===== src/rtl/any1_inst_align_queue_pkg.sv =====
// Shared types for the ANY1 instruction-alignment queue.
// Used by any1_inst_extract and any1_inst_align_queue.
package any1_inst_align_queue_pkg;

    localparam int LINE_BITS = 512;

    typedef logic [31:0] Instruction;

    // Encoding substituted for any instruction fetched from a misaligned ip.
    localparam Instruction NOP_INSN = 32'h3F3F3F3F;

    typedef struct packed {
        logic                 wr;
        logic [31:0]          ip;
    } sRedirect;

    typedef struct packed {
        logic [LINE_BITS-1:0] cacheline;
        logic [31:0]          ip;
        logic [31:0]          pip;
        logic [3:0]           rid;
        logic [1:0]           Stream;
        logic                 predict_taken;
    } sInstAlignIn;

    typedef struct packed {
        Instruction           ir;
        logic [31:0]          ip;
        logic [31:0]          pip;
        logic [3:0]           rid;
        logic [1:0]           Stream;
        logic                 predict_taken;
    } sInstAlignOut;

    typedef struct packed {
        sInstAlignOut         o;
        logic                 fault;
    } sAlignQEntry;

endpackage


===== src/rtl/any1_inst_align_queue_extract.sv =====
// any1_inst_extract: pulls one 32-bit instruction out of a 512-bit cacheline.
// Purely combinational; shared with the dual-issue aligner.
module any1_inst_extract
    import any1_inst_align_queue_pkg::*;
(
    input  logic [LINE_BITS-1:0] cacheline_i,
    input  logic [5:0]           ofs_i,
    output Instruction           ir_o,
    output logic                 fault_o
);

    // An aligned offset is always a multiple of 4 and at most 60, so indexing
    // by word keeps the slice inside the line even for misaligned offsets
    // (whose result is replaced by NOP_INSN anyway).
    always_comb begin
        fault_o = (ofs_i[1:0] != 2'b00);
        ir_o    = cacheline_i[{ofs_i[5:2], 5'b00000} +: 32];
        if (fault_o) begin
            ir_o = NOP_INSN;
        end
    end

endmodule


===== src/rtl/any1_inst_align_queue.sv =====
// any1_inst_align_queue: aligns fetched instructions and buffers them for decode.
// Optional same-cycle bypass when the queue is empty: define ANY1_ALIGN_BYPASS_EN.
//
// Handshakes: a transfer happens on a rising edge where valid and ready are
// both high; ready never depends on valid, and a presented head entry stays
// stable until it is consumed or flushed.
module any1_inst_align_queue
    import any1_inst_align_queue_pkg::*;
#(
    parameter int DEPTH = 4,
    parameter int PW    = $clog2(DEPTH)
)(
    input  logic         clk_i,
    input  logic         rst_ni,
    input  sRedirect     redirect_i,
    input  logic         in_valid_i,
    output logic         in_ready_o,
    input  sInstAlignIn  in_i,
    output logic         out_valid_o,
    input  logic         out_ready_i,
    output sInstAlignOut out_o,
    output logic         out_fault_o,
    output logic [PW:0]  count_o
);

    localparam logic [PW:0] FULL_CNT = (PW+1)'(DEPTH);

    sAlignQEntry   mem_q [DEPTH];
    logic [PW-1:0] rd_q, wr_q;
    logic [PW:0]   count_q;

    Instruction    ext_ir;
    logic          ext_fault;
    sAlignQEntry   new_entry;
    logic          bypass;
    logic          push;
    logic          pop;

    // Only the write strobe of the redirect matters here.
    logic          unused_redirect_ip;
    assign unused_redirect_ip = ^redirect_i.ip;

    any1_inst_extract u_extract (
        .cacheline_i (in_i.cacheline),
        .ofs_i       (in_i.ip[5:0]),
        .ir_o        (ext_ir),
        .fault_o     (ext_fault)
    );

    // Build the queue entry for the incoming fetch.
    always_comb begin
        new_entry                 = '0;
        new_entry.o.ir            = ext_ir;
        new_entry.o.ip            = in_i.ip;
        new_entry.o.pip           = in_i.pip;
        new_entry.o.rid           = in_i.rid;
        new_entry.o.Stream        = in_i.Stream;
        new_entry.o.predict_taken = in_i.predict_taken;
        new_entry.fault           = ext_fault;
    end

    assign in_ready_o = rst_ni && (count_q != FULL_CNT) && !redirect_i.wr;

`ifdef ANY1_ALIGN_BYPASS_EN
    assign bypass = rst_ni && (count_q == '0) && in_valid_i && out_ready_i && !redirect_i.wr;
`else
    assign bypass = 1'b0;
`endif

    // A bypassed instruction goes straight to decode and is never stored.
    assign push    = in_valid_i && in_ready_o && !bypass;
    assign pop     = (count_q != '0) && out_ready_i;
    assign count_o = count_q;

    // Present the head entry, or the live extraction when bypassing.
    always_comb begin
        out_o       = mem_q[rd_q].o;
        out_fault_o = mem_q[rd_q].fault;
        out_valid_o = (count_q != '0);
        if (bypass) begin
            out_o       = new_entry.o;
            out_fault_o = new_entry.fault;
            out_valid_o = 1'b1;
        end
    end

    // Queue state: reset beats flush, flush beats push/pop.
    always_ff @(posedge clk_i) begin
        if (!rst_ni) begin
            rd_q    <= '0;
            wr_q    <= '0;
            count_q <= '0;
            for (int i = 0; i < DEPTH; i++) begin
                mem_q[i] <= '0;
            end
        end else if (redirect_i.wr) begin
            count_q <= '0;
            rd_q    <= wr_q;
        end else begin
            if (push) begin
                mem_q[wr_q] <= new_entry;
                wr_q        <= wr_q + 1'b1;
            end
            if (pop) begin
                rd_q <= rd_q + 1'b1;
            end
            case ({push, pop})
                2'b10:   count_q <= count_q + 1'b1;
                2'b01:   count_q <= count_q - 1'b1;
                default: count_q <= count_q;
            endcase
        end
    end

endmodule


===== config.mk =====
export PLATFORM = sky130hd
export DESIGN_NAME = any1_inst_align_queue
export DESIGN_NICKNAME = d
export VERILOG_FILES = /design/src/rtl/any1_inst_align_queue_pkg.sv /design/src/rtl/any1_inst_align_queue_extract.sv /design/src/rtl/any1_inst_align_queue.sv
export SDC_FILE = /design/constraint.sdc
export NUM_CORES = 1
export LEC_CHECK = 0
export ABC_CLOCK_PERIOD_IN_PS = 6150
export CAP_MARGIN = 20
export CORE_ASPECT_RATIO = 0.7
export CORE_MARGIN = 2
export CORE_UTILIZATION = 25
export DETAILED_ROUTE_END_ITERATION = 6
export GPL_TIMING_DRIVEN = 0
export PLACE_DENSITY = 0.49
export REMOVE_ABC_BUFFERS = 1
export SYNTH_ARGS = -nofsm -noshare
export SYNTH_HDL_FRONTEND = slang
export SYNTH_SLANG_ARGS = --single-unit

===== constraint.sdc =====
create_clock -name clk_i -period 6.15 [get_ports clk_i]
set_clock_uncertainty 0.2 [all_clocks]
set_input_delay 0.9225 -clock clk_i [delete_from_list [all_inputs] [get_ports clk_i]]
set_output_delay 0.9225 -clock clk_i [all_outputs]
set_load 0.03 [all_outputs]

==> results.json, run 1 <==
{
  "outcome": "finished, final reports clean",
  "worstSetupEndpointType": "output port",
  "synthArstFlopShare_pct": 0,
  "cts_tree": "yes",
  "path_cells": "buf_16 -> mux4_2 -> clkdlybuf4s50_1",
  "ant_nets": 0,
  "period_share_pct": 69.4,
  "synth.top_cell.area_share_pct": 54.5,
  "p_leak_uw": 0.0127,
  "coreArea_mm2": 0.0905,
  "wl_per_cell_um": 23.5,
  "finalSetupViolCount": 0,
  "cts.clk_slew.worst_paths_ns": 0.06,
  "gp_congestion": 0.871,
  "min_period_ns": 4.27,
  "wirelength_um": 81900,
  "yosysTopAreaCell": "edfxtp_1",
  "vias_per_cell": 4.79,
  "die_area_mm2": 0.0941,
  "drt_pass1_iterations": 5,
  "rows": 92,
  "clkLatencyLatePin_ns": 0.58,
  "r2r-start": "count_o[0]$_SDFFE_PP0P_",
  "grt_max_degree": 129,
  "cts_hold_buf": 0,
  "vias": 16600,
  "fin_nets": 2840,
  "syn_area_mm2": 0.0229,
  "ys_ff_latch": 425,
  "synthAdderAreaFrac_pct": 0.142,
  "synth_edf_count": 416,
  "r2r_cells": 6,
  "layout-drive-gt1-share_pct": 13.4,
  "dp_cells": 3392,
  "grt_pass1_vias": 17700,
  "hold_viol": 0,
  "syn_avg_cell_area_um2": 14.3,
  "max_freq_mhz": 234,
  "die_x_um": 366,
  "clockRootBuffer": "clkbuf_16",
  "crit_end": "out_o[86]",
  "layout_commonest_cell": "clkdlybuf4s50_1",
  "synth_compound_area_share_pct": 6.61,
  "crit_path_start_kind": "flip-flop",
  "r2r_slack_ns": 2.76,
  "synth-simple-area-share_pct": 10.2,
  "yosysSeqAreaShare_pct": 55.3,
  "grtUsageTotal_pct": 17.0,
  "final_cells": 3479,
  "cp_max_fo": 38,
  "hold_path.class": "reg -> reg",
  "synth-xor-area-share_pct": 0.153,
  "dieHeight_um": 257,
  "crit_slowest_cell": "dfxtp_4",
  "fin_util_pct": 36.3,
  "htree_levels": 2,
  "yosys_warnings": 0,
  "ys.flop_type": "edfxtp_1",
  "synth_mux_area_share_pct": 23.6,
  "numPortBuffers": 696,
  "setup_tns_ns": 0,
  "required_ns": 5.03,
  "powerDensity_mw_per_mm2": 227,
  "crit_arrival_ns": 3.14,
  "post_cts_buffers": 0,
  "rsz0062_at_grt": "no",
  "tightest_slew_ns": 1.13,
  "slew-limit-headroom_pct": 24.7,
  "ys_types": 35,
  "cts_made_buffers": 45,
  "final_area_mm2": 0.0329,
  "grt_overflow_total": 0,
  "clock-sinks": 425,
  "dp_hpwl_um": 58800,
  "area_growth_syn_to_layout_pct": 43.5,
  "io_pins": 729,
  "synthCells": 1602,
  "antenna_found_initial": 8,
  "power_uw": 7460,
  "drc": 0,
  "worstSetupPathType": "reg -> out",
  "maxSlewViolCount": 0,
  "critPathMaxStageDelay_ns": 0.86,
  "irDropWorstVdd_v": 0.000155,
  "cts.path.max_buffers": 3,
  "start_util_pct": 25.3,
  "ctsResizeCount": 0,
  "place_area_mm2": 0.0314,
  "synth_top_family_by_area": "multiplexers",
  "r2r_end": "mem_q[0][98]$_SDFFCE_PN0P_",
  "dr.first_iter.drc_count": 943,
  "synthTopCellsByArea": "edfxtp_1 55%, mux4_2 14%, mux2i_1 8.2%",
  "maxCapViolCount": 0,
  "mostFrequentLayoutCells": "693 x clkdlybuf4s50_1, 416 x edfxtp_1, 210 x and3_1",
  "grt_pass1_wl_um": 119000
}
## report_power, final
group	switching [uW]	leakage, uW	internal, uW
registers	41.9	0.00441	3320
clock network	1150	0.000681	1480
logic	707	0.00758	769
total	1900	0.0127	5570
## stage by stage
stage / worst slack [ns] / hold slack (ns)
2_1_floorplan: -3.16 / 0.287
3_3_place_gp: -11.41 / 0.309
3_5_place_dp: 1.39 / 0.318
4_1_cts: 1.76 / 0.337
5_1_grt: 1.69 / 0.395
6_report: 1.88 / 0.340
## sequential cells by signal, summed over array words and instances, names as in the netlist, named ones only
register  cells
count_o       3
mem_q       416
rd_q          2
wr_q          2
## metal layers
metal / vias up / part of all wire, % / GRT usage (%)
met5: - / 0.099 / 0
met4: 12 / 1.8 / 3.51
met3: 107 / 5.9 / 3.93
met2: 529 / 50 / 29.5
met1: 8394 / 42 / 21.5
li1: 7606 / - / -
## Yosys cell counts, types with 13 or more instances
| library cell | instances |
|---|---|
| mux4_2 | 138 |
| and3_1 | 211 |
| nor2_1 | 39 |
| o311ai_0 | 22 |
| mux2_2 | 38 |
| o21ai_1 | 21 |
| clkbuf_1 | 89 |
| edfxtp_1 | 416 |
| o21ai_0 | 57 |
| and2_1 | 73 |
| buf_2 | 34 |
| nand3_1 | 25 |
| nand2_1 | 59 |
| buf_6 | 13 |
| mux2i_1 | 188 |
| a22oi_1 | 92 |
| inv_1 | 18 |
## worst min-delay path by stage
stage / from / to / slack, ns / cells past startpoint
detailed placement: count_o[2]$_SDFFE_PP0P_ / count_o[2]$_SDFFE_PP0P_ / 0.32 / 2
floorplan: wr_q[1]$_SDFFE_PN0P_ / wr_q[1]$_SDFFE_PN0P_ / 0.29 / 2
global route: count_o[2]$_SDFFE_PP0P_ / count_o[2]$_SDFFE_PP0P_ / 0.39 / 2
global placement: count_o[2]$_SDFFE_PP0P_ / count_o[2]$_SDFFE_PP0P_ / 0.31 / 2
finish: count_o[2]$_SDFFE_PP0P_ / count_o[2]$_SDFFE_PP0P_ / 0.34 / 2
CTS: count_o[2]$_SDFFE_PP0P_ / count_o[2]$_SDFFE_PP0P_ / 0.34 / 2
## cells by family (layout without fill, tap and decap cells)
family / after synthesis / in the layout
buf+inv: 180 / 832
compound gates: 211 / 211
fa+ha+maj: 2 / 2
flops: 425 / 425
mux: 364 / 364
xor+xnor: 4 / 4
other cells: 0 / 3
simple gates: 416 / 416
## final cells by class
| cell class | instances | area [um^2] |
|---|---|---|
| fill | 8732 | 57600 |
| sequential | 425 | 12700 |
| multi-input combinational | 997 | 9420 |
| timing repair buffer | 730 | 7780 |
| tap | 1222 | 1530 |
| clock buffer | 61 | 1220 |
| clock inverter | 22 | 175 |
| inverter | 19 | 71.3 |
| antenna | 3 | 7.51 |
## critical path: cells and delay by family, from the launching register on
kind / cells / cell delay (ns)
buf+inv: 2 / 0.99
mux: 1 / 0.60
flops: 1 / 0.86
Power figures use the tool's default switching activity.
==> run 2, diff against run 1 <==
Settings changed: ABC_CLOCK_PERIOD_IN_PS 6150 to 3700, PLACE_DENSITY 0.49 to 0.51.
Clock period 6.15 ns to 3.7 ns, I/O delays scaled along.
==> run 2 against run 1 <==
  * Critical path depth is 5 higher
  * Final cell count is 0.43% higher
  * Final area is 0.31% higher
  * Core utilization is 0.11 points higher
  * Sequential power is 66% higher
  * Non-clock buffer count is 8 higher
  * Flip-flop and latch count stayed put
  * Combinational power is 69% higher
  * Wire length is 3.4% higher
  * Count of clock-buffer cells in the layout is 8 lower
  * Via count is 0.25% higher
  * Register-to-register slack worse by 2.6 ns
  * Critical path type is now in -> reg
  * Highest routed layer unchanged
==> results.json, run 2 (synthesized netlist as in run 1, its figures left out) <==
{
  "outcome": "finished, final reports clean",
  "drc": 0,
  "hold_path.class": "in -> reg",
  "power_frac_seq_pct": 45.3,
  "antenna_found_initial": 17,
  "grt_pass1_wl_um": 122000,
  "clockRootBuffer": "clkbuf_16",
  "min_path_cells": 3,
  "final_area_mm2": 0.0330,
  "crit_arrival_ns": 3.60,
  "worstSetupPathType": "in -> reg",
  "drt_pass1_iterations": 5,
  "numPortBuffers": 696,
  "layout_commonest_cell": "clkdlybuf4s50_1",
  "cts_tree": "yes",
  "fill_cells": 8773,
  "cts.path.max_buffers": 3,
  "dr.first_iter.drc_count": 964,
  "slew-limit-headroom_pct": 34.3,
  "hp-start": "rst_ni",
  "cp_max_fo": 79,
  "coreArea_mm2": 0.0905,
  "vias_per_cell": 4.78,
  "mostFrequentLayoutCells": "690 x clkdlybuf4s50_1, 416 x edfxtp_1, 210 x and3_1",
  "r2r_slack_ns": 0.17,
  "crit_path_start_kind": "input port",
  "clock_power_share_pct": 34.5,
  "vias": 16700,
  "r2r-start": "count_o[2]$_SDFFE_PP0P_",
  "crit_top_cell": "buf_16",
  "cts_made_buffers": 45,
  "period_share_pct": 96.7,
  "largest_register": "mem_q",
  "largest_reg_flops": 416,
  "swShare_pct": 26.0,
  "power.switching_uw": 3210,
  "grt_pass1_vias": 18000,
  "rows": 92,
  "cts.clk_slew.worst_paths_ns": 0.07,
  "die_area_mm2": 0.0941,
  "final_cells": 3494,
  "clock-sinks": 425,
  "maxSlewViolCount": 0,
  "dieHeight_um": 257,
  "critPathMaxStageDelay_ns": 0.51,
  "htree_levels": 2,
  "area_growth_syn_to_layout_pct": 43.9,
  "tightest_slew_ns": 0.981,
  "maxCapViolCount": 0,
  "required_ns": 3.72,
  "grtUsageTotal_pct": 17.4,
  "max_freq_mhz": 280,
  "p_leak_uw": 0.0128,
  "ant_nets": 0,
  "rsz0062_at_grt": "no",
  "place_area_mm2": 0.0315,
  "wl_per_cell_um": 24.2,
  "wirelength_um": 84700,
  "powerDensity_mw_per_mm2": 374,
  "grt_max_degree": 127,
  "start_util_pct": 25.3,
  "irDropWorstVdd_v": 0.000283,
  "min_period_ns": 3.58,
  "dp_hpwl_um": 58300,
  "fin_nets": 2851,
  "die_x_um": 366,
  "dp_cells": 3392,
  "internal_power_uw": 9110,
  "r2r_cells": 12,
  "worstSetupEndpointType": "flip-flop",
  "combPwrFrac_pct": 20.3,
  "clkLatencyLatePin_ns": 0.59,
  "hold_viol": 0,
  "layout-drive-gt1-share_pct": 14.1,
  "path_cells": "clkdlybuf4s50_1 -> nor2b_2 -> and3_4 -> buf_16 -> nand2_2 -> buf_12 -> nand2_4 -> buf_16",
  "finalSetupViolCount": 0,
  "r2r_end": "count_o[2]$_SDFFE_PP0P_",
  "gp_congestion": 0.917,
  "grt_overflow_total": 0,
  "crit_slowest_cell": "clkdlybuf4s50_1",
  "io_pins": 729
}
-- run 2: critical path, delay by kind of cell --
family        cells  cell delay, ns
buf+inv           4            1.37
simple gates      4            1.46
-- run 2: repair_timing --
item / CTS / global route
setup buffers: 4 / 3
gates resized for setup: 4 / 5
hold buffers: 0 / 0
endpoints found under the setup margin: 486 / 172
gates cloned: 2 / 1
pin swaps: 0 / 1
-- run 2: stage by stage --
step	util (%)	TNS [ns]	hold slack (ns)	worst slack [ns]	total power, uW
final	36.4	0	0.259	0.123	12300
after global routing	36.4	0	0.233	0.00909	12800
after CTS	36.3	-1.26	0.349	-0.0927	12500
after detailed placement	34.8	-405.89	0.330	-1.04	8190
after global placement	33.8	-8206.56	0.317	-14.09	8280
after floorplan	-	-2832.58	0.287	-5.26	6760
-- run 2: how the worst max path moves through the flow --
stage	startpoint	end	cells after the start	slack, ns
after global placement	in_i[41]	mem_q[0][74]$_SDFFCE_PN0P_	6	-14.09
after CTS	count_o[2]$_SDFFE_PP0P_	count_o[2]$_SDFFE_PP0P_	11	-0.09
after floorplan	count_o[0]$_SDFFE_PP0P_	mem_q[2][0]$_SDFFCE_PN0P_	4	-5.26
after global routing	flip-flop	out_o[30]	4	0.009
after detailed placement	rst_ni	mem_q[2][88]$_SDFFCE_PN0P_	8	-1.04
final	redirect_i[32]	mem_q[2][69]$_SDFFCE_PN0P_	8	0.12
-- run 2: power by group through the flow --
stage	sequential (uW)	clock, uW	combinational (uW)
global route	5600	4560	2660
global placement	5780	0	2500
floorplan	5720	0	1040
finish	5580	4250	2500
detailed placement	5700	0	2490
CTS	5580	4380	2530
-- run 2: cell type report --
cell class | instances | area (um^2) | area share [%]
clock inverter | 29 | 183 | 0.554
timing repair buffer | 738 | 7880 | 23.9
multi-input combinational | 1000 | 9450 | 28.7
clock buffer | 53 | 1160 | 3.51
antenna | 8 | 20.0 | 0.0607
sequential | 425 | 12700 | 38.4
tap | 1222 | 1530 | 4.64
inverter | 19 | 75.1 | 0.228
-- run 2: metal layers --
metal	part of all wire [%]	vias to the layer above	GRT usage, %
met5	0.14	-	0
met4	2.5	16	4.81
met3	6.9	127	4.47
met2	49	583	29.7
met1	42	8325	21.7
li1	-	7638	-
==> run 3, diff against run 2 <==
Settings changed: RECOVER_POWER from default to 25.
==> run 3 against run 2 <==
  * The flow now finishes with violations (capacitance limit, slew limit)
  * Maximum frequency up 0.33%
  * Register-to-register slack about the same
  * Core utilization about the same
  * Via count up 0.86%
  * Flip-flop and latch count unchanged
  * Power about the same
  * Final area about the same
  * Non-clock buffer count unchanged
  * Global-route usage unchanged
==> results.json, run 3 (synthesized netlist as in run 1, its figures left out) <==
{
  "r2r-start": "count_o[2]$_SDFFE_PP0P_",
  "clkLatencyLatePin_ns": 0.59,
  "hold_ws_ns": 0.258,
  "swShare_pct": 26.1,
  "irDropWorstVdd_v": 0.000280,
  "whs_endpoint": "wr_q[1]$_SDFFE_PN0P_",
  "worstSetupPathType": "reg -> out",
  "max_freq_mhz": 280,
  "dp_hpwl_um": 58300,
  "tightest_slew_ns": 1.84,
  "cts.clk_slew.worst_paths_ns": 0.07,
  "p_leak_uw": 0.0127,
  "fin_util_pct": 36.4,
  "drt_pass1_iterations": 5,
  "clock_power_share_pct": 34.5,
  "wl_per_cell_um": 24.3,
  "min_period_ns": 3.57,
  "internal_power_uw": 9110,
  "grt_overflow_total": 0,
  "required_ns": 2.94,
  "hold_viol": 0,
  "fin_nets": 2851,
  "rows": 92,
  "grt_pass1_wl_um": 122000,
  "largest_reg_flops": 416,
  "power_uw": 12300,
  "regArea_mm2": 0.0127,
  "drc": 0,
  "wirelength_um": 84800,
  "dpl_worst_slack_ns": -1.04,
  "power_frac_seq_pct": 45.3,
  "largest_register": "mem_q",
  "maxCapViolCount": 1,
  "clockRootBuffer": "clkbuf_16",
  "grt_pass1_vias": 18000,
  "cts_tree": "yes",
  "dr.first_iter.drc_count": 981,
  "crit_arrival_ns": 2.81,
  "powerDensity_mw_per_mm2": 374,
  "mostFrequentLayoutCells": "690 x clkdlybuf4s50_1, 416 x edfxtp_1, 212 x and3_1",
  "min_path_cells": 2,
  "cts_made_buffers": 45,
  "vias": 16800,
  "htree_levels": 2,
  "outcome": "complete, but fails checks",
  "multi_input_comb_area_mm2": 0.00945,
  "r2r_end": "count_o[2]$_SDFFE_PP0P_",
  "combPwrFrac_pct": 20.3,
  "grt_max_degree": 127,
  "layout-drive-gt1-share_pct": 14.0,
  "clock-sinks": 425,
  "violations": "capacitance limit, slew limit",
  "crit_path_start_kind": "flip-flop",
  "r2r_slack_ns": 0.17,
  "gp_congestion": 0.917,
  "io_pins": 729,
  "setup_tns_ns": 0,
  "finalSetupViolCount": 0,
  "worstSetupEndpointType": "output port",
  "dieHeight_um": 257,
  "cp_max_fo": 53,
  "start_util_pct": 25.3,
  "hold_path.class": "in -> reg",
  "timing.final.ws_setup_ns": 0.135,
  "hp-start": "rst_ni",
  "numPortBuffers": 696,
  "vias_per_cell": 4.82,
  "r2r_cells": 12,
  "area_growth_syn_to_layout_pct": 43.8,
  "cts.path.max_buffers": 3,
  "coreArea_mm2": 0.0905,
  "layout_commonest_cell": "clkdlybuf4s50_1",
  "grtUsageTotal_pct": 17.4,
  "rsz0062_at_grt": "no",
  "antenna_found_initial": 17,
  "cts_hold_buf": 0,
  "period_share_pct": 96.4,
  "power.switching_uw": 3210,
  "ant_nets": 0,
  "slew-limit-headroom_pct": -23.0,
  "maxSlewViolCount": 127,
  "die_area_mm2": 0.0941,
  "die_x_um": 366,
  "fill_cells": 8775
}
==> run 3: cell types whose count changed in the layout (fill, tap and decap cells not counted), sizes merged <==
cell / previous run / this run
buf: 45 / 44
clkbuf: 54 / 55
diode: 8 / 7
==> run 3: layer usage <==
layer,part of all wire [%],GRT usage (%)
met5,0.13,0
met4,2.4,4.81
met3,6.8,4.47
met2,49,29.7
met1,42,21.7
==> run 3: how the worst max path moves through the flow <==
stage,from,end,depth (start not counted)
after CTS,count_o[2]$_SDFFE_PP0P_,count_o[2]$_SDFFE_PP0P_,11
after global routing,flip-flop,out_o[30],4
after floorplan,count_o[0]$_SDFFE_PP0P_,mem_q[2][0]$_SDFFCE_PN0P_,4
after global placement,in_i[41],mem_q[0][74]$_SDFFCE_PN0P_,6
final,flip-flop,out_o[39],4
after detailed placement,rst_ni,mem_q[2][88]$_SDFFCE_PN0P_,8
==> run 3: final cells by class <==
class	count	area share, %
Clock buffer	53	3.51
Clock inverter	29	0.554
Inverter	19	0.228
Timing Repair Buffer	738	23.9
Sequential cell	425	38.5
Antenna cell	7	0.0532
Tap cell	1222	4.64
Multi-Input combinational cell	1000	28.7
==> run 3: what timing repair did <==
| item | 4_1_cts | 5_1_grt |
|---|---|---|
| pin swaps | 0 | 1 |
| setup endpoints to repair | 486 | 172 |
| gates cloned | 2 | 1 |
| endpoints found under the hold margin | 0 | 0 |
| gates resized for setup | 4 | 5 |
| setup buffers | 4 | 3 |
==> run 3: power by group through the flow <==
stage               combinational (uW)  sequential, uW  clock, uW
floorplan                         1040            5720          0
global placement                  2500            5780          0
detailed placement                2490            5700          0
CTS                               2530            5580       4380
global route                      2650            5600       4560
finish                            2500            5580       4250
==> run 3: worst max-delay path: stages, from the launching register on <==
cell,delay [ns]
dfxtp_4,0.47
buf_16,0.31
buf_16,0.29
mux4_2,0.37
clkdlybuf4s50_1,0.66
==> run 3: per-stage QoR <==
stage               std cells  area [um^2]
global placement         3359        30600
CTS                      3480        32900
global route             3490        32900
floorplan                1441        22100
finish                   3493        33000
detailed placement       3392        31500
